### src/rtl/centipede_io_pkg.sv
// rtl/centipede_io_pkg.sv - Centipede I/O responder decode constants and latch bit map
package centipede_io_pkg;

  // Address region selectors (cpu_addr[13:10])
  localparam logic [3:0] ADR_DSW    = 4'b0010;
  localparam logic [3:0] ADR_IN     = 4'b0011;
  localparam logic [3:0] ADR_IRQACK = 4'b0110;
  localparam logic [3:0] ADR_OUTLAT = 4'b0111;
  localparam logic [3:0] ADR_WDOG   = 4'b1000;

  // Addressable output latch bit indices
  localparam int COIN_L = 0;
  localparam int COIN_C = 1;
  localparam int COIN_R = 2;
  localparam int LED1   = 3;
  localparam int LED2   = 4;
  localparam int FLIP   = 7;

  function automatic logic [3:0] adr_region(input logic [15:0] addr);
    return addr[13:10];
  endfunction

endpackage

### src/rtl/centipede_watchdog.sv
// rtl/centipede_watchdog.sv - Vblank-counting watchdog, kicked by CPU writes; wdog_reset is sticky
module centipede_watchdog #(
  parameter int WDOG_LIMIT = 8,
  parameter int WDOG_W     = 4
) (
  input  logic              clk,
  input  logic              rst_n,
  input  logic              kick,
  input  logic              vblank_rise,
  output logic [WDOG_W-1:0] count,
  output logic              wdog_reset
);

  localparam logic [WDOG_W-1:0] LIMIT_C = WDOG_W'(WDOG_LIMIT);

  logic [WDOG_W-1:0] count_q, count_d;
  logic              wdog_q, wdog_d;

  // Kick beats a coincident vblank edge; count saturates at the limit
  always_comb begin
    count_d = count_q;
    if (kick) begin
      count_d = '0;
    end else if (vblank_rise && (count_q != LIMIT_C)) begin
      count_d = count_q + 1'b1;
    end
    wdog_d = wdog_q | (count_q == LIMIT_C);
  end

  always_ff @(posedge clk or negedge rst_n) begin
    if (!rst_n) begin
      count_q <= '0;
      wdog_q  <= 1'b0;
    end else begin
      count_q <= count_d;
      wdog_q  <= wdog_d;
    end
  end

  assign count      = count_q;
  assign wdog_reset = wdog_q;

endmodule

### src/rtl/centipede_io_responder.sv
// rtl/centipede_io_responder.sv - Centipede bus responder: read mux, IRQ latch, output latch, watchdog
// Optional watchdog enabled by defining CENTIPEDE_WATCHDOG_EN.
import centipede_io_pkg::*;

module centipede_io_responder #(
  parameter int WDOG_LIMIT = 8,
  parameter int WDOG_W     = 4,
  parameter int IRQ_VBIT   = 5
) (
  input  logic        clk_cpu_4x,
  input  logic        reset_cpu_n,
  input  logic        clk_cpu,
  input  logic        clk_cpu_2x,
  input  logic        cpu_read,
  input  logic [15:0] cpu_addr,
  input  logic [7:0]  cpu_wr_data,
  output logic [7:0]  ext_rd_data,
  input  logic [7:0]  sw_dsw1,
  input  logic [7:0]  sw_dsw2,
  input  logic [7:0]  sw_in0,
  input  logic [7:0]  sw_in1,
  input  logic [7:0]  sw_in2,
  input  logic [7:0]  sw_in3,
  input  logic [7:0]  vcount,
  input  logic        vblank,
  output logic        cpu_irq,
  output logic [7:0]  out_latch,
  output logic        wdog_reset
);

  logic [3:0] region;
  logic       wr_stb;
  logic       irq_ack;
  logic       wdog_kick;
  logic [7:0] rd_data_d, rd_data_q;
  logic [7:0] out_latch_d, out_latch_q;
  logic       irq_d, irq_q;
  logic       vbit_q;
  logic       irq_rise;

  assign region    = adr_region(cpu_addr);
  // One 4x edge per CPU cycle: the 2x-high, 1x-low phase
  assign wr_stb    = !cpu_read && clk_cpu_2x && !clk_cpu;
  assign irq_ack   = wr_stb && (region == ADR_IRQACK);
  assign wdog_kick = wr_stb && (region == ADR_WDOG);
  assign irq_rise  = vcount[IRQ_VBIT] && !vbit_q;

  always_comb begin
    rd_data_d = '0;
    if (cpu_read) begin
      case (region)
        ADR_DSW: rd_data_d = cpu_addr[0] ? sw_dsw2 : sw_dsw1;
        ADR_IN: begin
          case (cpu_addr[1:0])
            2'd0:    rd_data_d = sw_in0;
            2'd1:    rd_data_d = sw_in1;
            2'd2:    rd_data_d = sw_in2;
            default: rd_data_d = sw_in3;
          endcase
        end
        default: rd_data_d = '0;
      endcase
    end
  end

  always_comb begin
    out_latch_d = out_latch_q;
    if (wr_stb && (region == ADR_OUTLAT)) begin
      out_latch_d[cpu_addr[2:0]] = cpu_wr_data[7];
    end
  end

  // A fresh 32V edge wins over a same-edge acknowledge
  always_comb begin
    irq_d = irq_q;
    if (irq_rise) begin
      irq_d = 1'b1;
    end else if (irq_ack) begin
      irq_d = 1'b0;
    end
  end

  always_ff @(posedge clk_cpu_4x or negedge reset_cpu_n) begin
    if (!reset_cpu_n) begin
      rd_data_q   <= '0;
      out_latch_q <= '0;
      irq_q       <= 1'b0;
      vbit_q      <= 1'b0;
    end else begin
      rd_data_q   <= rd_data_d;
      out_latch_q <= out_latch_d;
      irq_q       <= irq_d;
      vbit_q      <= vcount[IRQ_VBIT];
    end
  end

  assign ext_rd_data = rd_data_q;
  assign out_latch   = out_latch_q;
  assign cpu_irq     = irq_q;

`ifdef CENTIPEDE_WATCHDOG_EN
  logic              vblank_q;
  logic [WDOG_W-1:0] wdog_count;

  always_ff @(posedge clk_cpu_4x or negedge reset_cpu_n) begin
    if (!reset_cpu_n) begin
      vblank_q <= 1'b0;
    end else begin
      vblank_q <= vblank;
    end
  end

  centipede_watchdog #(
    .WDOG_LIMIT (WDOG_LIMIT),
    .WDOG_W     (WDOG_W)
  ) u_watchdog (
    .clk         (clk_cpu_4x),
    .rst_n       (reset_cpu_n),
    .kick        (wdog_kick),
    .vblank_rise (vblank && !vblank_q),
    .count       (wdog_count),
    .wdog_reset  (wdog_reset)
  );

  logic unused_bits;
  assign unused_bits = ^{cpu_addr[15:14], cpu_addr[9:3], cpu_wr_data[6:0], vcount, wdog_count};
`else
  localparam int unused_wdog_cfg = WDOG_LIMIT + WDOG_W;

  assign wdog_reset = 1'b0;

  logic unused_bits;
  assign unused_bits = ^{cpu_addr[15:14], cpu_addr[9:3], cpu_wr_data[6:0], vcount, vblank, wdog_kick};
`endif

endmodule

### config.mk
export PLATFORM = sky130hd
export DESIGN_NAME = centipede_io_responder
export DESIGN_NICKNAME = d
export VERILOG_FILES = /design/src/rtl/centipede_io_pkg.sv /design/src/rtl/centipede_watchdog.sv /design/src/rtl/centipede_io_responder.sv
export SDC_FILE = /design/constraint.sdc
export NUM_CORES = 1
export LEC_CHECK = 0
export BUFFER_PORTS_ARGS = -buffer_cell sky130_fd_sc_hd__buf_2
export CAP_MARGIN = 30
export CORE_AREA = 2 2 64 66
export CTS_CLUSTER_SIZE = 12
export DETAILED_ROUTE_END_ITERATION = 16
export DIE_AREA = 0 0 66 68
export HOLD_SLACK_MARGIN = 0.12
export PLACE_DENSITY = 0.66
export SYNTH_ARGS = -nofsm -noshare
export SYNTH_HDL_FRONTEND = slang
export SYNTH_SLANG_ARGS = --single-unit
### constraint.sdc
create_clock -name clk_cpu_4x -period 0.8 [get_ports clk_cpu_4x]
set_input_delay 0.08 -clock clk_cpu_4x [delete_from_list [all_inputs] [get_ports clk_cpu_4x]]
set_output_delay 0.08 -clock clk_cpu_4x [all_outputs]
set_load 0.01 [all_outputs]
== Yosys cells after proc, flatten, opt, wreduce, memory -nomap -nowiden ==
Cells that the tools add are included.

* Register bits after elaboration: 18
* Output and inout bits: 18
* Word-level logic and storage cells: 32

* Magnitude comparators: 2
* Reductions and logical operators: 11
* Equality and inequality tests: 6
* Muxes and demuxes: 9

{| class="wikitable"
|+ Operator list
! cell !! number
|-
| 8-bit one-hot mux with 3 select lines || 1
|-
| 8-bit two-way mux || 2
|-
| 8-bit one-hot mux with 2 select lines || 1
|-
| 8-bit bitwise mux || 1
|-
| 4-bit by 2-bit equality test with 1-bit output (second input constant) || 2
|-
| 4-bit by 3-bit equality test with 1-bit output (second input constant) || 2
|-
| 1-bit logical AND || 6
|-
| 3-bit by 4-bit < comparator with 1-bit output (second input constant) || 1
|-
| 1-bit demux with 3-bit select || 1
|-
| 3-bit by 1-bit greater-or-equal comparator with 1-bit output (second input constant) || 1
|-
| 1-bit logical NOT || 3
|-
| 1-bit two-way mux || 3
|-
| 2-bit by 1-bit equality test with 1-bit output (second input constant) || 1
|-
| 2-bit equality test (second input constant) || 1
|-
| 2-bit logical NOT || 1
|-
| 2-bit nonzero test || 1
|}

== Logic depth before layout (Yosys ltp) ==
Gate-level depths: netlist of run 1.

* Word-level depth: 6
* Depth in mapped cells: 5

== Least setup slack after synthesis of run 1 ==
Ideal clock, no wire load.

* Kind: input -> register
* From: input clk_cpu
* To: register out_latch_q[3], in the netlist out_latch[3]
* Slack: -0.437 ns
* Arrival: 1.110 ns
* Required time: 0.673 ns
* Stages: 3
* Cell sequence: nand4bb_4 or4_1 mux2_1

* Word-level cells in the longest chain between the ends: 3

{| class="wikitable"
|+ Ends and longest elaborated chain
! element !! RTL line !! text
|-
| start, declared || centipede_io_responder.sv:12 || <nowiki>input logic clk_cpu,</nowiki>
|-
| 1-bit logical NOT || centipede_io_responder.sv:43 || <nowiki>assign wr_stb = !cpu_read && clk_cpu_2x && !clk_cpu;</nowiki>
|-
| 1-bit logical AND || centipede_io_responder.sv:43 ||
|-
| 1-bit logical AND || centipede_io_responder.sv:68 || <nowiki>if (wr_stb && (region == ADR_OUTLAT)) begin</nowiki>
|-
| end signal, assigned || centipede_io_responder.sv:91 || <nowiki>out_latch_q <= out_latch_d;</nowiki>
|-
| end, declared || centipede_io_responder.sv:36 || <nowiki>logic [7:0] out_latch_d, out_latch_q;</nowiki>
|}

Every way passes these cells.
A chain may end at the register's enable or synchronous reset.

== Worst setup path in the final report of run 1 ==
* From: input cpu_read
* To: register out_latch_q[3], in the netlist out_latch[3]

* Word-level cells in the longest chain between the ends: 4

{| class="wikitable"
|+ Ends and longest elaborated chain
! element !! RTL line !! text
|-
| start, declared || centipede_io_responder.sv:14 || <nowiki>input logic cpu_read,</nowiki>
|-
| 1-bit logical NOT || centipede_io_responder.sv:43 ||
|-
| 1-bit logical AND (2 in series) || centipede_io_responder.sv:43 ||
|-
| 1-bit logical AND || centipede_io_responder.sv:68 ||
|}

Every way passes these cells.

==> results_dict.tcl, run 1 <==
set metrics [dict create \
    status "finished with violations" \
    violations "negative setup slack" \
    ff2ff_setup_slack_ns 0.01 \
    ant_nets 0 \
    rsz0062_at_grt "yes" \
    clock_latency_ns 0.26 \
    synth_mux_area_frac 0.321 \
    diodes 0 \
    dp_hpwl_um 2460 \
    fillers 355 \
    synth-async-reset-ratio 1.00 \
    ff2ff_path_depth 1 \
    maxCapViolCount 0 \
    synth_ff_type "dfrtp_1" \
    hold_depth 3 \
    seq_power_share 0.400 \
    period_share 1.32 \
    fmax_mhz 949 \
    leakage_nw 1.09 \
    dieArea_um2 4490 \
    avgViaCountPerCell 4.79 \
    cp_top_family "simple AND/OR/NAND/NOR gates" \
    final.setup.tns_ns -2.19 \
    synth-compound-area-share 0.0574 \
    register_area_um2 450 \
    synth_top_family_by_area "multiplexers" \
    layout-drive-gt1-share 0.750 \
    syn_area_um2 1090 \
    cts_tree "done" \
    finalSetupViolations 26 \
    clock_skew_ns 0.000385 \
    r2r-start "out_latch[5]" \
    core_area_um2 3860 \
    root_buffer "clkbuf_8" \
    ys_warn_count 0 \
    critPathBufInv 1 \
    cts.path.max_buffers 2 \
    drv_slew 0 \
    ir_drop_uv 527 \
    port_buffers 78 \
    gp_congestion 0.767 \
    ys_ff_latch 18 \
    grtUsageTotal 0.158 \
    clock_power_share 0.321 \
    fp-row-count 23 \
    min_period_ns 1.05 \
    slowest_delay_ns 0.50 \
    grt_pass1_wl_um 5320 \
    grt_max_degree 19 \
    yosys.area_share.simple 0.145 \
    worstPathRequired_ns 0.95 \
    setup_ws_ns -0.254 \
    crit_path_max_fanout 2 \
    cts_sinks 18 \
    numCtsBuffers 3 \
    drt_iter0_drc 21 \
    synth_top_area_cell "dfrtp_1" \
    synth_fa_ha_area_frac 0 \
    ys_seq_area_frac 0.413 \
    synth_nets 172 \
    fin_nets 279 \
    finalHoldWorstSlack_ns 0.0925 \
    wl_um 3450 \
    cp_slowest_cell "or4_4" \
    syn_inst 86 \
    synth_top_area_frac 0.413 \
    ys_top_cells_by_area "dfrtp_1 (41%), mux4_2 (17%), mux2_1 (8.3%)" \
    multi_input_area_um2 754 \
    htree_levels 1 \
    drc 0 \
    intPower_mw 1.77 \
    area_growth_pct 94.1 \
    hold_viol_final 0 \
    final_common_cell "buf_2" \
    hold_end "ext_rd_data[2]" \
    die_width_um 66 \
    hold_class "in -> reg" \
    p_comb_frac 0.279 \
    mostFrequentLayoutCells "buf_2 (63), buf_6 (19), dfrtp_1 (18), buf_4 (14)" \
    vias 1159 \
    grt_pass1_vias 1191 \
    cp-start-kind "primary input" \
    swShare 0.252 \
    wl_per_cell_um 14.3 \
    worstReg2RegEnd "out_latch[5]" \
    cp_cell_sequence "buf_6 -> nand4bb_4 -> or4_4 -> mux2_4" \
    ios 104 \
    start_util 0.283 \
    antenna_found_initial 0 \
    worstSetupEndpointType "flip-flop" \
    p_switching_uw 593 \
    synth_xor_area_frac 0 \
    grt-ovfl-total 0 \
    firstDrtPassIters 4 \
    dp_slack_ns -0.572 \
    ys_types 26 \
    min_from "sw_dsw2[2]" \
    arrival_ns 1.20 \
    synth-edff-count 0 \
    synth_area_per_cell_um2 12.7 \
    crit_type "in -> reg" \
    path_clk_slew_ns 0.07 \
    die_y_um 68 \
    p_per_area_nw_per_um2 1110 \
]
==> routing by layer <==
layer | global-route usage | routed length, µm | vias up
li1 | - | - | 539
met3 | 0.0296 | 222 | 9
met4 | 0.0638 | 78 | 0
met5 | 0 | 0 | -
met2 | 0.299 | 1910 | 54
met1 | 0.175 | 1240 | 557
==> synth_stat cells (all sizes together) (2+ instances only) <==
library cell  number
mux4               8
o22ai              8
nand3b             3
nor3               2
mux2i              8
nor3b              2
dfrtp             18
nand3              2
buf                4
mux2               8
inv                9
nor4b              2
==> timing repair <==
item	CTS	global route
pin swaps	5	10
endpoints found under the setup margin	33	34
buffers inserted	4	2
hold buffers	6	0
gates resized for setup	30	34
hold endpoints to repair	24	0
==> registers in the layout (all words and copies together) (netlist names) <==
signal       flops
out_latch        8
vbit_q           1
ext_rd_data      8
cpu_irq          1
==> power by group through the flow <==
stage          clock network (mW)  registers [mW]  logic, mW
2_1_floorplan                   0           0.969      0.216
3_3_place_gp                    0           0.959      0.501
3_5_place_dp                    0           0.959      0.510
4_1_cts                     0.770           0.942      0.597
5_1_grt                     0.825           0.946      0.714
6_report                    0.757           0.944      0.657
==> final cells by class <==
class,instances,area share
clock buffer,4,0.0260
inverter,9,0.0160
multi-input combinational,55,0.357
sequential,18,0.213
tap,50,0.0296
timing repair buffer,106,0.359
==> kinds of logic after synthesis <==
logic type,count (synthesis)
AO/OA/AOI/OAI,10
buffers and inverters,13
flip-flops,18
multiplexers,24
other,1
AND/OR/NAND/NOR,20
==> worst max-delay path by stage <==
stage	cells past startpoint	slack, ns	to	from
after CTS	4	-0.28	out_latch[3]	cpu_read
after floorplan	3	-0.44	out_latch[3]	clk_cpu
after detailed placement	4	-0.57	out_latch[3]	clk_cpu
after global placement	4	-0.56	out_latch[3]	clk_cpu
final	4	-0.25	out_latch[3]	cpu_read
after global routing	4	-0.28	out_latch[3]	cpu_read
==> through the flow <==
stage	std cells	instance area (µm²)	power [mW]	util
after global placement	230	1690	1.46	0.439
final	242	2120	2.36	0.549
after CTS	243	1970	2.31	0.512
after global routing	242	2120	2.48	0.549
after detailed placement	230	1690	1.47	0.439
after floorplan	86	1130	1.19	-
No activity file was read; power rests on OpenSTA's default activity.
==> run 2, diff against run 1 <==
--- a/config.mk
+++ b/config.mk
@@ -13,6 +13,7 @@
 export DIE_AREA = 0 0 66 68
 export HOLD_SLACK_MARGIN = 0.12
 export PLACE_DENSITY = 0.66
+export SETUP_SLACK_MARGIN = 0.4
 export SYNTH_ARGS = -nofsm -noshare
 export SYNTH_HDL_FRONTEND = slang
 export SYNTH_SLANG_ARGS = --single-unit
==> run 2 against run 1 <==
Net effect: the run ends with negative hold slack, negative setup slack left; sequential power barely moved; first-iteration DRC count rose by 38%; clock power down 14%; global-route usage up 0.14 points; utilization grew 0.097 points; highest routed layer unchanged.
==> results_dict.tcl, run 2 (synthesized netlist as in run 1, its figures left out) <==
set metrics [dict create \
    layout-drive-gt1-share 0.798 \
    clock_latency_ns 0.26 \
    drc 0 \
    postPlaceCellArea_um2 1700 \
    cp-start-kind "primary input" \
    worstReg2RegEnd "cpu_irq" \
    grt_pass1_vias 1139 \
    hold_viol_final 19 \
    dp_hpwl_um 2540 \
    htree_levels 1 \
    cts_tree "done" \
    cts.path.max_buffers 2 \
    grt-ovfl-total 0 \
    gp_congestion 0.747 \
    start_util 0.283 \
    ant_nets 0 \
    critPathLaunch "cpu_read" \
    core_area_um2 3860 \
    finalSetupViolations 33 \
    mostFrequentLayoutCells "buf_2 (70), dfrtp_1 (18), buf_4 (18), buf_6 (14)" \
    drv_slew 0 \
    path_clk_slew_ns 0.07 \
    ios 104 \
    fmax_mhz 934 \
    finalHoldWorstSlack_ns -0.257 \
    worstPathRequired_ns 0.94 \
    violations "negative hold slack, negative setup slack" \
    grt_pass1_wl_um 5230 \
    avgViaCountPerCell 4.78 \
    cts_sinks 18 \
    maxCapViolCount 0 \
    grt_max_degree 19 \
    hold_class "in -> async" \
    min_period_ns 1.07 \
    fp-row-count 23 \
    port_buffers 78 \
    rsz0062_at_grt "yes" \
    p_per_area_nw_per_um2 1070 \
    die_y_um 68 \
    root_buffer "clkbuf_8" \
    worstSetupEndpointType "flip-flop" \
    clock_skew_ns 0.0000211 \
    wl_um 3580 \
    leakage_nw 1.10 \
    vias 1161 \
    numCtsBuffers 3 \
    die_width_um 66 \
    crit_type "in -> reg" \
    fin_nets 281 \
    arrival_ns 1.21 \
    diodes 0 \
    grtUsageTotal 0.160 \
    firstDrtPassIters 2 \
    wl_per_cell_um 14.7 \
    drt_iter0_drc 29 \
    period_share 1.34 \
    status "finished with violations" \
    antenna_found_initial 0 \
    ff2ff_setup_slack_ns 0.02 \
    final_cell_area_um2 2120 \
    crit_path_max_fanout 2 \
    ff2ff_path_depth 3 \
    dieArea_um2 4490 \
    final.setup.tns_ns -2.53 \
    r2r-start "cpu_irq" \
    setup_ws_ns -0.271 \
    ir_drop_uv 553 \
    final_common_cell "buf_2" \
    final_core_util 0.550 \
    area_growth_pct 94.5 \
]
[run 2: cell count changes in the layout (fill, tap and decap cells not counted), sizes merged]
cell / previous run / this run
buf: 99 / 107
clkbuf: 5 / 4
dlygate4sd3: 5 / 0
dlymetal6s4s: 1 / 0
[run 2: final cells by class]
cell class | count | area (µm²)
Timing Repair Buffer | 108 | 748
Multi-Input combinational cell | 55 | 783
Fill cell | 363 | 1740
Inverter | 9 | 33.8
Sequential cell | 18 | 450
Clock buffer | 3 | 41.3
Tap cell | 50 | 62.6
[run 2: what timing repair did]
| action | in CTS | in global routing |
|---|---|---|
| gates resized for setup | 51 | 15 |
| cloned | 1 | 0 |
| endpoints found under the setup margin | 34 | 34 |
| hold endpoints to repair | 22 | 20 |
| pin swaps | 9 | 8 |
| setup buffers | 5 | 3 |
[run 2: metrics by stage]
step / hold slack, ns / setup slack, ns / cells / total power [mW]
finish: -0.257 / -0.271 / 243 / 2.27
global placement: 0.0337 / -0.564 / 231 / 1.46
floorplan: -0.216 / -0.436 / 86 / 1.19
CTS: -0.239 / -0.293 / 240 / 2.23
detailed placement: 0.0442 / -0.585 / 231 / 1.47
global route: -0.233 / -0.276 / 243 / 2.37
[run 2: how the worst max path moves through the flow]
| stage | to | slack [ns] |
|---|---|---|
| floorplan | out_latch[3] | -0.44 |
| global placement | out_latch[3] | -0.56 |
| detailed placement | out_latch[3] | -0.58 |
| CTS | out_latch[3] | -0.29 |
| global route | out_latch[3] | -0.28 |
| finish | out_latch[3] | -0.27 |
[run 2: critical path, stage by stage]
cell and delay [ns]:
buf_6 0.09, nand4bb_4 0.23, or4_4 0.50, mux2_4 0.31
[run 2: power by group]
group	total [mW]	switching [mW]	internal [mW]
Sequential	0.942	0.00956	0.933
Combinational	0.675	0.277	0.398
Clock	0.649	0.314	0.335
Total	2.27	0.600	1.67
[run 2: routing by layer]
layer | GRT usage | up-vias | wire length (µm)
met4 | 0.0791 | 0 | 62
li1 | - | 546 | -
met2 | 0.279 | 39 | 1990
met1 | 0.194 | 571 | 1380
met3 | 0.0214 | 5 | 148
met5 | 0 | - | 0
==> run 3, diff against run 2 <==
==> constraint.sdc (replaced) <==
create_clock -name clk_cpu_4x -period 0.8 [get_ports clk_cpu_4x]
set_input_delay 0.08 -clock clk_cpu_4x [delete_from_list [all_inputs] [get_ports clk_cpu_4x]]
set_output_delay 0.08 -clock clk_cpu_4x [all_outputs]
set_load 0.05 [all_outputs]
==> run 3 against run 2 <==
Net effect: utilization rose by 1.0 points; via count down 1.4%; largest cell class is now non-clock buffers; clock power increased by 18%; the flow still finishes with violations (negative hold slack, negative setup slack); maximum frequency rose by 2.9%; total power is 8.9% higher; non-clock buffer count down 6; first-iteration DRC count fell by 45%; critical endpoint unchanged; die area stayed put; largest power group unchanged; clock skew rose by 0.0033 ns; setup slack better by 0.030 ns; worst hold slack lost 0.00074 ns; sequential cell count unchanged.
==> results_dict.tcl, run 3 (synthesized netlist as in run 1, its figures left out) <==
set metrics [dict create \
    ios 104 \
    diodes 0 \
    cp_top_family "simple AND/OR/NAND/NOR gates" \
    numCtsBuffers 3 \
    cts_tree "done" \
    violations "negative hold slack, negative setup slack" \
    grt-ovfl-total 0 \
    leakage_nw 1.06 \
    fmax_mhz 961 \
    firstDrtPassIters 5 \
    antenna_found_initial 0 \
    hold_viol_final 19 \
    maxCapViolCount 0 \
    cts.path.max_buffers 2 \
    drt_iter0_drc 16 \
    arrival_ns 1.19 \
    grt_pass1_vias 1123 \
    start_util 0.283 \
    wl_um 3600 \
    finalSetupViolations 34 \
    drv_slew 0 \
    crit_type "in -> reg" \
    wl_per_cell_um 15.1 \
    cp-start-kind "primary input" \
    fin_nets 275 \
    drc 0 \
    fillers 354 \
    rsz0062_at_grt "yes" \
    ir_drop_uv 653 \
    critPathBufInv 1 \
    dp.cells 226 \
    setup_ws_ns -0.241 \
    cp_slowest_cell "or4_4" \
    cts_sinks 18 \
    core_area_um2 3860 \
    area_growth_pct 98.2 \
    cp_cell_sequence "buf_2 -> nand2b_4 -> or4_4 -> mux2_4" \
    htree_levels 1 \
    vias 1145 \
    period_share 1.30 \
    status "finished with violations" \
    worst-path-stages 4 \
    die_width_um 66 \
    gp_congestion 0.800 \
    fp-row-count 23 \
    grtUsageTotal 0.160 \
    worstPathRequired_ns 0.95 \
    root_buffer "clkbuf_8" \
    worstSetupEndpointType "flip-flop" \
    die_y_um 68 \
    ant_nets 0 \
    ff2ff_path_depth 1 \
    power.total_mw 2.47 \
    grt_max_degree 19 \
    hold_class "in -> async" \
    dieArea_um2 4490 \
    mostFrequentLayoutCells "buf_2 (55), buf_6 (21), buf_4 (18), dfrtp_2 (16)" \
    p_per_area_nw_per_um2 1140 \
    grt_pass1_wl_um 5340 \
    path_clk_slew_ns 0.07 \
    slowest_delay_ns 0.51 \
    avgViaCountPerCell 4.81 \
    clock_skew_ns 0.00335 \
    dp_hpwl_um 2600 \
    min_period_ns 1.04 \
    final_common_cell "buf_2" \
    layout-drive-gt1-share 0.872 \
    fin_cells 238 \
    port_buffers 78 \
    clock_latency_ns 0.26 \
    crit_path_max_fanout 4 \
    finalHoldWorstSlack_ns -0.257 \
]
==> run 3: what timing repair did <==
item	CTS	global route
pin swaps	7	12
buffers inserted	5	2
resized for setup	72	15
cloned	1	0
endpoints found under the hold margin	22	20
endpoints found under the setup margin	34	34
==> run 3: cell type report <==
class	count	area (µm²)	share of cell area
clock buffers	4	55.1	0.0255
inverters	9	33.8	0.0156
multi-input cells	55	751	0.348
flip-flops and latches	18	470	0.218
well taps	50	62.6	0.0290
repair buffers	102	787	0.364
==> run 3: path summary, 6_finish.rpt <==
| kind | start | end | slack (ns) |
|---|---|---|---|
| max in group asynchronous | reset_cpu_n | ext_rd_data[1] | 0.74 |
| min | reset_cpu_n | out_latch[0] | -0.26 |
| min in group clk_cpu_4x | vcount[5] | vbit_q | -0.04 |
| max reg2reg | out_latch[1] | out_latch[1] | -0.01 |
| max | cpu_addr[13] | out_latch[3] | -0.24 |
| min reg2reg | vbit_q | cpu_irq | 0.41 |
==> run 3: power by group <==
part,total [mW],switching [mW],internal (mW)
registers,0.949,0.0140,0.935
logic,0.749,0.346,0.403
clock network,0.768,0.330,0.438
==> run 3: layer usage <==
layer | GRT usage | vias up | part of all wire
li1 | - | 534 | -
met1 | 0.207 | 574 | 0.38
met2 | 0.282 | 33 | 0.57
met3 | 0.00987 | 4 | 0.037
met4 | 0.0638 | 0 | 0.012
met5 | 0 | - | 0
==> run 3: per-stage QoR <==
stage / TNS [ns] / worst slack (ns) / util / area, µm²
final: -3.44 / -0.241 / 0.560 / 2160
after CTS: -3.29 / -0.287 / 0.535 / 2060
after global routing: -4.56 / -0.312 / 0.560 / 2160
after floorplan: -3.13 / -0.436 / - / 1150
after global placement: -7.42 / -0.590 / 0.439 / 1690
after detailed placement: -7.49 / -0.610 / 0.439 / 1690
